**src/rtl/freq_div_monitor.sv**
```systemverilog
// freq_div_monitor: measures period and high time of a divided clock in
// reference-clock cycles, checks them against the programmed ratio and
// reports results through a valid/ready port with lock, error, stuck and
// overrun status.
module freq_div_monitor #(
  parameter int CW       = 4,
  parameter int TIMEOUT  = 40,
  parameter int LOCK_CNT = 4
) (
  input  logic          clk,
  input  logic          reset,
  input  logic [CW-1:0] mc,
  input  logic          clk_div_in,
  output logic [CW:0]   meas_period,
  output logic [CW:0]   meas_high,
  output logic          meas_valid,
  input  logic          meas_ready,
  output logic          ratio_err,
  output logic          lock,
  output logic          stuck,
  output logic          overrun
);

  localparam int PW = $clog2(TIMEOUT) + 1;
  localparam int LW = $clog2(LOCK_CNT + 1);
  localparam int MW = (PW > CW + 1) ? PW : CW + 1;
  localparam logic [PW-1:0] PC_MAX   = PW'(TIMEOUT);
  localparam logic [CW:0]   OUT_MAX  = '1;
  localparam logic [LW-1:0] LOCK_MAX = LW'(LOCK_CNT);

  typedef enum logic {
    ST_ARM  = 1'b0,
    ST_MEAS = 1'b1
  } state_t;

  logic          r_s1, r_s2, r_s3;
  logic [CW-1:0] r_mc;
  logic [PW-1:0] r_pc;
  logic [CW:0]   r_hc;
  logic          r_stuck;
  state_t        r_state;
  logic [LW-1:0] r_mcnt;
  logic [CW:0]   r_meas_period;
  logic [CW:0]   r_meas_high;
  logic          r_meas_valid;
  logic          r_ratio_err;
  logic          r_lock;
  logic          r_overrun;

  logic          w_rise;
  logic          w_mc_chg;
  logic          w_complete;
  logic [CW:0]   w_n;
  logic [CW:0]   w_half_lo;
  logic [CW:0]   w_half_hi;
  logic [CW:0]   w_period_sat;
  logic          w_match;

  assign w_rise       = r_s2 & ~r_s3;
  assign w_mc_chg     = (r_mc != mc);
  assign w_complete   = w_rise & (r_state == ST_MEAS) & ~w_mc_chg;
  assign w_n          = {1'b0, r_mc} + (CW+1)'(1);
  assign w_half_lo    = w_n >> 1;
  assign w_half_hi    = w_half_lo + {{CW{1'b0}}, w_n[0]};
  // Period counter is wider than the result port; clamp to all-ones.
  assign w_period_sat = (MW'(r_pc) > MW'(OUT_MAX)) ? OUT_MAX : (CW+1)'(r_pc);
  // Odd ratios have a half-cycle duty, so both floor and ceil of N/2 match.
  assign w_match      = (w_period_sat == w_n) &&
                        ((r_hc == w_half_lo) || (r_hc == w_half_hi));

  // Two-flop synchronizer, edge-history flop and registered ratio code
  always_ff @(posedge clk) begin
    if (!reset) begin
      r_s1 <= 1'b0;
      r_s2 <= 1'b0;
      r_s3 <= 1'b0;
      r_mc <= mc;
    end else begin
      r_s1 <= clk_div_in;
      r_s2 <= r_s1;
      r_s3 <= r_s2;
      r_mc <= mc;
    end
  end

  // Period/high counters restart on each rising edge; stuck flags a silent input
  always_ff @(posedge clk) begin
    if (!reset) begin
      r_pc    <= '0;
      r_hc    <= '0;
      r_stuck <= 1'b0;
    end else if (w_rise) begin
      r_pc    <= PW'(1);
      r_hc    <= (CW+1)'(1);
      r_stuck <= 1'b0;
    end else begin
      if (r_pc != PC_MAX) begin
        r_pc <= r_pc + PW'(1);
      end
      if (r_s2 && (r_hc != OUT_MAX)) begin
        r_hc <= r_hc + (CW+1)'(1);
      end
      if (r_pc == PC_MAX) begin
        r_stuck <= 1'b1;
      end
    end
  end

  // ARM/MEAS sequencing, match/lock tracking and result handshake
  always_ff @(posedge clk) begin
    if (!reset) begin
      r_state       <= ST_ARM;
      r_mcnt        <= '0;
      r_meas_period <= '0;
      r_meas_high   <= '0;
      r_meas_valid  <= 1'b0;
      r_ratio_err   <= 1'b0;
      r_lock        <= 1'b0;
      r_overrun     <= 1'b0;
    end else begin
      if (w_mc_chg) begin
        // New ratio: re-arm and forget match history, keep any pending result
        r_state     <= ST_ARM;
        r_mcnt      <= '0;
        r_lock      <= 1'b0;
        r_ratio_err <= 1'b0;
      end else if (w_rise) begin
        case (r_state)
          ST_ARM: r_state <= ST_MEAS;
          ST_MEAS: begin
            if (w_match) begin
              r_ratio_err <= 1'b0;
              if (r_mcnt != LOCK_MAX) begin
                r_mcnt <= r_mcnt + LW'(1);
              end
              if (r_mcnt >= LOCK_MAX - LW'(1)) begin
                r_lock <= 1'b1;
              end
            end else begin
              r_ratio_err <= 1'b1;
              r_mcnt      <= '0;
              r_lock      <= 1'b0;
            end
          end
          default: r_state <= ST_ARM;
        endcase
      end

      if (w_complete) begin
        if (!r_meas_valid || meas_ready) begin
          r_meas_period <= w_period_sat;
          r_meas_high   <= r_hc;
          r_meas_valid  <= 1'b1;
        end else begin
          r_overrun <= 1'b1;
        end
      end else if (r_meas_valid && meas_ready) begin
        r_meas_valid <= 1'b0;
      end
    end
  end

  assign meas_period = r_meas_period;
  assign meas_high   = r_meas_high;
  assign meas_valid  = r_meas_valid;
  assign ratio_err   = r_ratio_err;
  assign lock        = r_lock;
  assign stuck       = r_stuck;
  assign overrun     = r_overrun;

endmodule

```
**config.mk**
```make
export PLATFORM = sky130hd
export DESIGN_NAME = freq_div_monitor
export DESIGN_NICKNAME = d
export VERILOG_FILES = /design/src/rtl/freq_div_monitor.sv
export SDC_FILE = /design/constraint.sdc
export NUM_CORES = 1
export LEC_CHECK = 0
export CAP_MARGIN = 10
export CORE_MARGIN = 10
export CORE_UTILIZATION = 40
export DETAILED_ROUTE_END_ITERATION = 12
export MAX_ROUTING_LAYER = met4
export PLACE_DENSITY = 0.71
export SLEW_MARGIN = 15
export SYNTH_ARGS = -nofsm -noshare
export SYNTH_HDL_FRONTEND = slang
export SYNTH_SLANG_ARGS = --single-unit
```
**constraint.sdc**
```tcl
create_clock -name clk -period 7.1 [get_ports clk]
set_input_delay 1.42 -clock clk [delete_from_list [all_inputs] [get_ports clk]]
set_output_delay 1.42 -clock clk [all_outputs]
set_load 0.1 [all_outputs]
```
==> load_flow_metrics.sql, run 1 <==
INSERT INTO impl_metrics (metric_group, metric, value, unit) VALUES
('status', 'outcome', 'finished, final reports clean', ''),
('drt', 'routed_via_density', '5.06', ''),
('floorplan', 'dieHeight', '91.2', 'µm'),
('cts', 'tritoncts', 'built', ''),
('floorplan', 'pin_count', '23', ''),
('final_layout', 'fillers', '501', ''),
('power_and_ir_drop', 'power.net_switching', '0.000103', 'W'),
('power_and_ir_drop', 'vdd_drop_max', '0.111', 'mV'),
('critical_path', 'timing.critical_path.required', '7.28', 'ns'),
('cts', 'cts-hold-fix-buffers', '0', ''),
('final_layout', 'flow.area_growth_from_synthesis', '16.7', '%'),
('global_routing', 'grt_pass1_vias', '1517', ''),
('synth', 'syn_inst', '219', ''),
('power_and_ir_drop', 'cellInternalPower', '0.000352', 'W'),
('power_and_ir_drop', 'overall_power', '0.000455', 'W'),
('critical_path', 'slowest_delay', '0.67', 'ns'),
('power_and_ir_drop', 'sequentialPowerShare', '49.1', '%'),
('synth', 'synth_area', '2030', 'µm²'),
('critical_path', 'crit_chain', 'clkdlybuf4s50_1 > xor2_1 > nor4_1 > and3_1 > mux2i_1 > nor2b_1', ''),
('floorplan', 'core_region_area', '4820', 'µm²'),
('synth', 'synth.top_cells.by_count', 'dfxtp_1, nor2_1, nand2_1, xor2_1', ''),
('power_and_ir_drop', 'clock_power_share', '41.0', '%'),
('cts', 'clock_tree_buf_depth', '2', ''),
('floorplan', 'floorplan.rows', '25', ''),
('synth', 'ys.warnings.count', '0', ''),
('sta', 'clock_skew', '0.00575', 'ns'),
('drt', 'drt_drc_violations_left', '0', ''),
('power_and_ir_drop', 'power_per_cell_area', '192', 'nW/µm²'),
('global_routing', 'grt_antenna_before_repair', '0', ''),
('power_and_ir_drop', 'netSwitchingFraction', '22.7', '%'),
('synth', 'synth.ff_latch_count', '38', ''),
('global_routing', 'grt_first_pass_wirelength', '6980', 'µm'),
('sta', 'setup_ws', '3.69', 'ns'),
('cts', 'post_cts.repair.setup_buffers', '0', ''),
('sta', 'finalWorstPathRequiredPeriod', '3.41', 'ns'),
('placed_design', 'port_buffers', '22', ''),
('cts', 'clkSlewWorstSetupHoldPaths', '0.07', 'ns'),
('synth', 'synth_ff_type', 'dfxtp_1', ''),
('drt', 'route.antenna.remaining_nets', '0', ''),
('sta', 'timing_worst_slew_pin_value', '0.979', 'ns'),
('synth', 'mappedNetlistNets', '237', ''),
('drt', 'routed-via-count', '1529', ''),
('final_layout', 'seqCellArea', '761', 'µm²'),
('final_layout', 'drive_gt1_share', '6.81', '%'),
('final_layout', 'num_antenna_cells', '0', ''),
('cts', 'insertion_delay', '0.29', 'ns'),
('critical_path', 'worstPathArrival', '3.59', 'ns'),
('synth', 'syn_area_per_cell', '9.26', 'µm²'),
('drt', 'post_drt_wl_per_cell', '13.2', 'µm'),
('sta', 'setup_viol', '0', ''),
('power_and_ir_drop', 'share_comb_of_total_power', '9.8', '%'),
('cts', 'clk_root_buffer_cell', 'clkbuf_8', ''),
('global_routing', 'grt.overflow.total', '0', ''),
('sta', 'finalCritPeriodShare', '48.0', '%'),
('final_layout', 'multi_input_comb_area', '1150', 'µm²'),
('sta', 'maxSlewHeadroom', '34.5', '%'),
('drt', 'drt-pass1-iter-count', '5', ''),
('sta', 'fmax', '0.293', 'GHz'),
('cts', 'post_cts_gate_resize_count', '0', ''),
('sta', 'report.final.slew_viol_count', '0', ''),
('synth', 'yosysUniqueCellTypes', '47', ''),
('placed_design', 'hpwl', '3000', 'µm'),
('floorplan', 'dieArea', '8310', 'µm²'),
('critical_path', 'worstPathMaxFanout', '15', ''),
('global_routing', 'grt.total_usage', '10.3', '%'),
('synth', 'yosys.cell_count.top_type', 'dfxtp_1', ''),
('sta', 'unrepaired_setup_endpoints_after_global_routing', 'no', ''),
('min_path', 'timing.hold.worst.class', 'reg2reg', ''),
('final_layout', 'utilization', '49.1', '%'),
('synth', 'synth.largest_area_cell', 'dfxtp_1', ''),
('cts', 'number_of_h_tree_levels', '2', '');
## routing by layer
layer | track usage [%] | wire length (µm) | vias to the layer above | share of wire (%)
met5 | - | 0 | - | 0
met4 | 3.92 | 59 | 0 | 1.5
met3 | 2.88 | 152 | 6 | 3.8
met2 | 15.7 | 1800 | 28 | 45
li1 | - | - | 777 | -
met1 | 12.6 | 1990 | 718 | 50
## worst max-delay path: cells and delay by family
family	cells	cell delay, ns
XOR/XNOR	1	0.15
buffers and inverters	1	0.42
multiplexers	1	0.28
AND/OR/NAND/NOR	3	1.32
## cells in the final DEF (no fill, tap or decap), types with 3 or more instances in the layout
cell	instances
nor2b_1	7
dfxtp_1	38
ha_1	10
nor3_1	5
xnor2_1	9
o2111ai_1	4
nor2_1	26
clkdlybuf4s50_1	22
o21ai_0	5
xor2_1	12
nand3_1	6
and2_1	8
mux2i_1	10
clkbuf_8	6
inv_1	9
o21a_1	3
nand2_1	14
a21oi_1	4
and3_1	3
o211a_1	5
## state kept, by name, indices dropped and copies added (netlist names)
name / flops
lock: 1
meas_high: 5
meas_period: 5
meas_valid: 1
overrun: 1
r_hc: 5
r_mc: 4
r_mcnt: 3
r_pc: 7
r_s1: 1
r_s2: 1
r_s3: 1
r_state: 1
ratio_err: 1
stuck: 1
## path summary, 6_finish.rpt
path                            startpoint           end  slack [ns]  cells after the start
worst max-delay path                 mc[3]  meas_high[2]        3.69                      6
worst min-delay path                  r_s1          r_s2        0.44                      1
worst max register to register     r_mc[0]     ratio_err        4.37                     10
worst min register to register        r_s1          r_s2        0.44                      1
## area by class of cell
type	count	share of cell area (%)
Tap cell	67	3.54
Sequential cell	38	32.2
Clock buffer	6	3.49
Inverter	9	1.43
Timing Repair Buffer	22	9.31
Multi-Input combinational cell	159	48.8
Clock inverter	1	1.27
## metrics by stage
step	instances	hold slack [ns]	area [µm²]
after global placement	295	0.415	2250
after detailed placement	295	0.422	2250
after global routing	302	0.471	2370
after CTS	302	0.440	2370
after floorplan	219	0.412	2030
final	302	0.436	2370
## power by group through the flow
stage / Clock [W] / Combinational [W] / Sequential, W
after floorplan: 0 / 0.0000386 / 0.000225
after global placement: 0 / 0.0000436 / 0.000228
after detailed placement: 0 / 0.0000446 / 0.000228
after CTS: 0.000191 / 0.0000449 / 0.000223
after global routing: 0.000203 / 0.0000502 / 0.000224
final: 0.000187 / 0.0000448 / 0.000223
## kinds of logic after synthesis
family	share of synthesized area (%)
adder cells (fa/ha/maj)	6.17
buffers and inverters	5.49
flip-flops	37.5
AO/OA/AOI/OAI	13.3
AND/OR/NAND/NOR	20.4
multiplexers	4.94
XOR/XNOR	12.1
Power figures use the tool's default switching activity.
==> inputs of run 2 (changes only) <==
==> constraint.sdc (replaced) <==
create_clock -name clk -period 3.4 [get_ports clk]
set_input_delay 0.68 -clock clk [delete_from_list [all_inputs] [get_ports clk]]
set_output_delay 0.68 -clock clk [all_outputs]
set_load 0.1 [all_outputs]
==> run 2 against run 1 <==
  * Global-route usage fell by 0.29 points
  * Largest cell class unchanged
  * Critical endpoint is now ratio_err
  * Clock-buffer cell count unchanged
  * Worst hold slack improved by 0.00077 ns
  * Sequential cell count is the same
  * Die area did not move
==> load_flow_metrics.sql, run 2 (synthesis results as in run 1) <==
INSERT INTO impl_metrics (metric_group, metric, value, unit) VALUES
('status', 'outcome', 'finished, final reports clean', ''),
('sta', 'clock_skew', '0.00398', 'ns'),
('global_routing', 'grt_antenna_before_repair', '0', ''),
('critical_path', 'path_class', 'reg2reg', ''),
('sta', 'report.final.slew_viol_count', '0', ''),
('floorplan', 'pin_count', '23', ''),
('critical_path', 'crit_path_end_kind', 'flop', ''),
('final_layout', 'num_antenna_cells', '0', ''),
('placed_design', 'globalplace.congestion', '0.864', ''),
('global_routing', 'grt_start_max_net_pins', '21', ''),
('sta', 'unrepaired_setup_endpoints_after_global_routing', 'no', ''),
('global_routing', 'grt_first_pass_wirelength', '6900', 'µm'),
('cts', 'post_cts_gate_resize_count', '0', ''),
('cts', 'total_clock_buffers_created_by_cts', '5', ''),
('cts', 'post_cts.repair.setup_buffers', '0', ''),
('power_and_ir_drop', 'power_per_cell_area', '434', 'nW/µm²'),
('drt', 'detail_route.iter0.violations', '76', ''),
('cts', 'clkSinkCount', '38', ''),
('final_layout', 'flip_flop_count_of_the_largest_register_after_layout', '7', ''),
('run', 'max_cap_viol_count', '0', ''),
('critical_path', 'worstPathArrival', '2.92', 'ns'),
('floorplan', 'die_w', '91.2', 'µm'),
('cts', 'clock_tree_buf_depth', '2', ''),
('drt', 'routed_via_density', '4.95', ''),
('floorplan', 'dieHeight', '91.2', 'µm'),
('global_routing', 'grt.overflow.total', '0', ''),
('cts', 'insertion_delay', '0.29', 'ns'),
('sta', 'finalCritPeriodShare', '80.3', '%'),
('sta', 'finalWorstPathRequiredPeriod', '2.73', 'ns'),
('global_routing', 'grt.total_usage', '10.0', '%'),
('critical_path', 'worstPathMaxFanout', '7', ''),
('final_layout', 'final_common_cell', 'dfxtp_1', ''),
('min_path', 'timing.hold.worst.class', 'reg2reg', ''),
('critical_path', 'category_of_the_worst_setup_path_launch_point', 'flop', ''),
('floorplan', 'floorplan.initialDensity', '42.1', '%'),
('sta', 'fmax', '0.366', 'GHz'),
('floorplan', 'core_region_area', '4820', 'µm²'),
('drt', 'routed-via-count', '1505', ''),
('sta', 'setup_viol', '0', ''),
('drt', 'post_drt_wl_per_cell', '12.6', 'µm'),
('final_layout', 'fin_nets', '254', ''),
('sta', 'setup-tns-final', '0', 'ns'),
('critical_path', 'rrSetupSlack', '0.67', 'ns'),
('floorplan', 'dieArea', '8310', 'µm²'),
('drt', 'drt_drc_violations_left', '0', ''),
('sta', 'maxSlewHeadroom', '34.4', '%'),
('sta', 'timing_worst_slew_pin_value', '0.980', 'ns'),
('final_layout', 'layout.cells.most_common_list', 'dfxtp_1, nor2_1, nand2_1, clkdlybuf4s50_1, xor2_1', ''),
('drt', 'totalWireLength', '3840', 'µm'),
('cts', 'clkSlewWorstSetupHoldPaths', '0.08', 'ns'),
('cts', 'cts-hold-fix-buffers', '0', ''),
('cts', 'clk_root_buffer_cell', 'clkbuf_8', ''),
('placed_design', 'hpwl', '2900', 'µm'),
('placed_design', 'port_buffers', '22', ''),
('final_layout', 'largest_register', 'r_pc', ''),
('global_routing', 'grt_pass1_vias', '1534', ''),
('sta', 'finalHoldWorstSlack', '0.437', 'ns'),
('drt', 'route.antenna.remaining_nets', '0', ''),
('cts', 'tritoncts', 'built', ''),
('final_layout', 'drive_gt1_share', '11.4', '%'),
('power_and_ir_drop', 'vdd_drop_max', '0.251', 'mV'),
('power_and_ir_drop', 'power.leakage', '0.964', 'nW'),
('critical_path', 'timing.critical_path.required', '3.59', 'ns'),
('final_layout', 'flow.area_growth_from_synthesis', '17.5', '%'),
('floorplan', 'floorplan.rows', '25', ''),
('sta', 'final-hold-violation-count', '0', ''),
('cts', 'number_of_h_tree_levels', '2', ''),
('drt', 'drt-pass1-iter-count', '4', '');
run 2: cell count changes in the layout (fill, tap and decap cells not counted):
cell / change
bufinv_16: +1
buf_4: +10
clkdlybuf4s50_1: -9
run 2: cell type report:
cell class | instances | area, µm²
Clock inverter | 2 | 60.1
Inverter | 9 | 33.8
Clock buffer | 6 | 82.6
Timing Repair Buffer | 23 | 205
Tap cell | 67 | 83.8
Multi-Input combinational cell | 159 | 1150
Fill cell | 492 | 2440
Sequential cell | 38 | 761
run 2: worst max-delay path, stage by stage (launching register included):
cell and delay, ns:
dfxtp_1 0.39, ha_1 0.30, xnor2_2 0.32, inv_1 0.08, ha_1 0.31, xnor2_1 0.13
nand2_1 0.08, or4_4 0.49, a21oi_4 0.19, o21ai_1 0.13, o21a_1 0.20
run 2: power breakdown:
| group | internal [W] | switching (W) | total [W] |
|---|---|---|---|
| registers | 0.000453 | 0.0000141 | 0.000467 |
| clock network | 0.000313 | 0.000159 | 0.000472 |
| logic | 0.0000480 | 0.0000461 | 0.0000941 |
run 2: metal layers:
layer | part of all wire (%) | GRT usage, % | vias to the layer above
li1 | - | - | 780
met1 | 49 | 11.8 | 692
met2 | 44 | 15.5 | 25
met3 | 5.0 | 3.62 | 8
met4 | 1.8 | 3.26 | 0
met5 | 0 | - | -
run 2: stage by stage:
step / instance area [µm²] / std cells / power [W] / worst slack [ns] / util (%)
global route: 2380 / 304 / 0.00108 / 0.448 / 49.4
CTS: 2380 / 304 / 0.00105 / 0.652 / 49.4
finish: 2380 / 304 / 0.00103 / 0.669 / 49.4
floorplan: 2030 / 219 / 0.000550 / 0.969 / -
global placement: 2240 / 296 / 0.000569 / 0.507 / 46.5
detailed placement: 2240 / 296 / 0.000571 / 0.417 / 46.5
run 2: final timing paths:
kind,from,cells after the start,to
setup / recovery,r_mc[0],10,ratio_err
hold / removal,r_s1,1,r_s2
setup reg to reg,r_mc[0],10,ratio_err
hold reg to reg,r_s1,1,r_s2
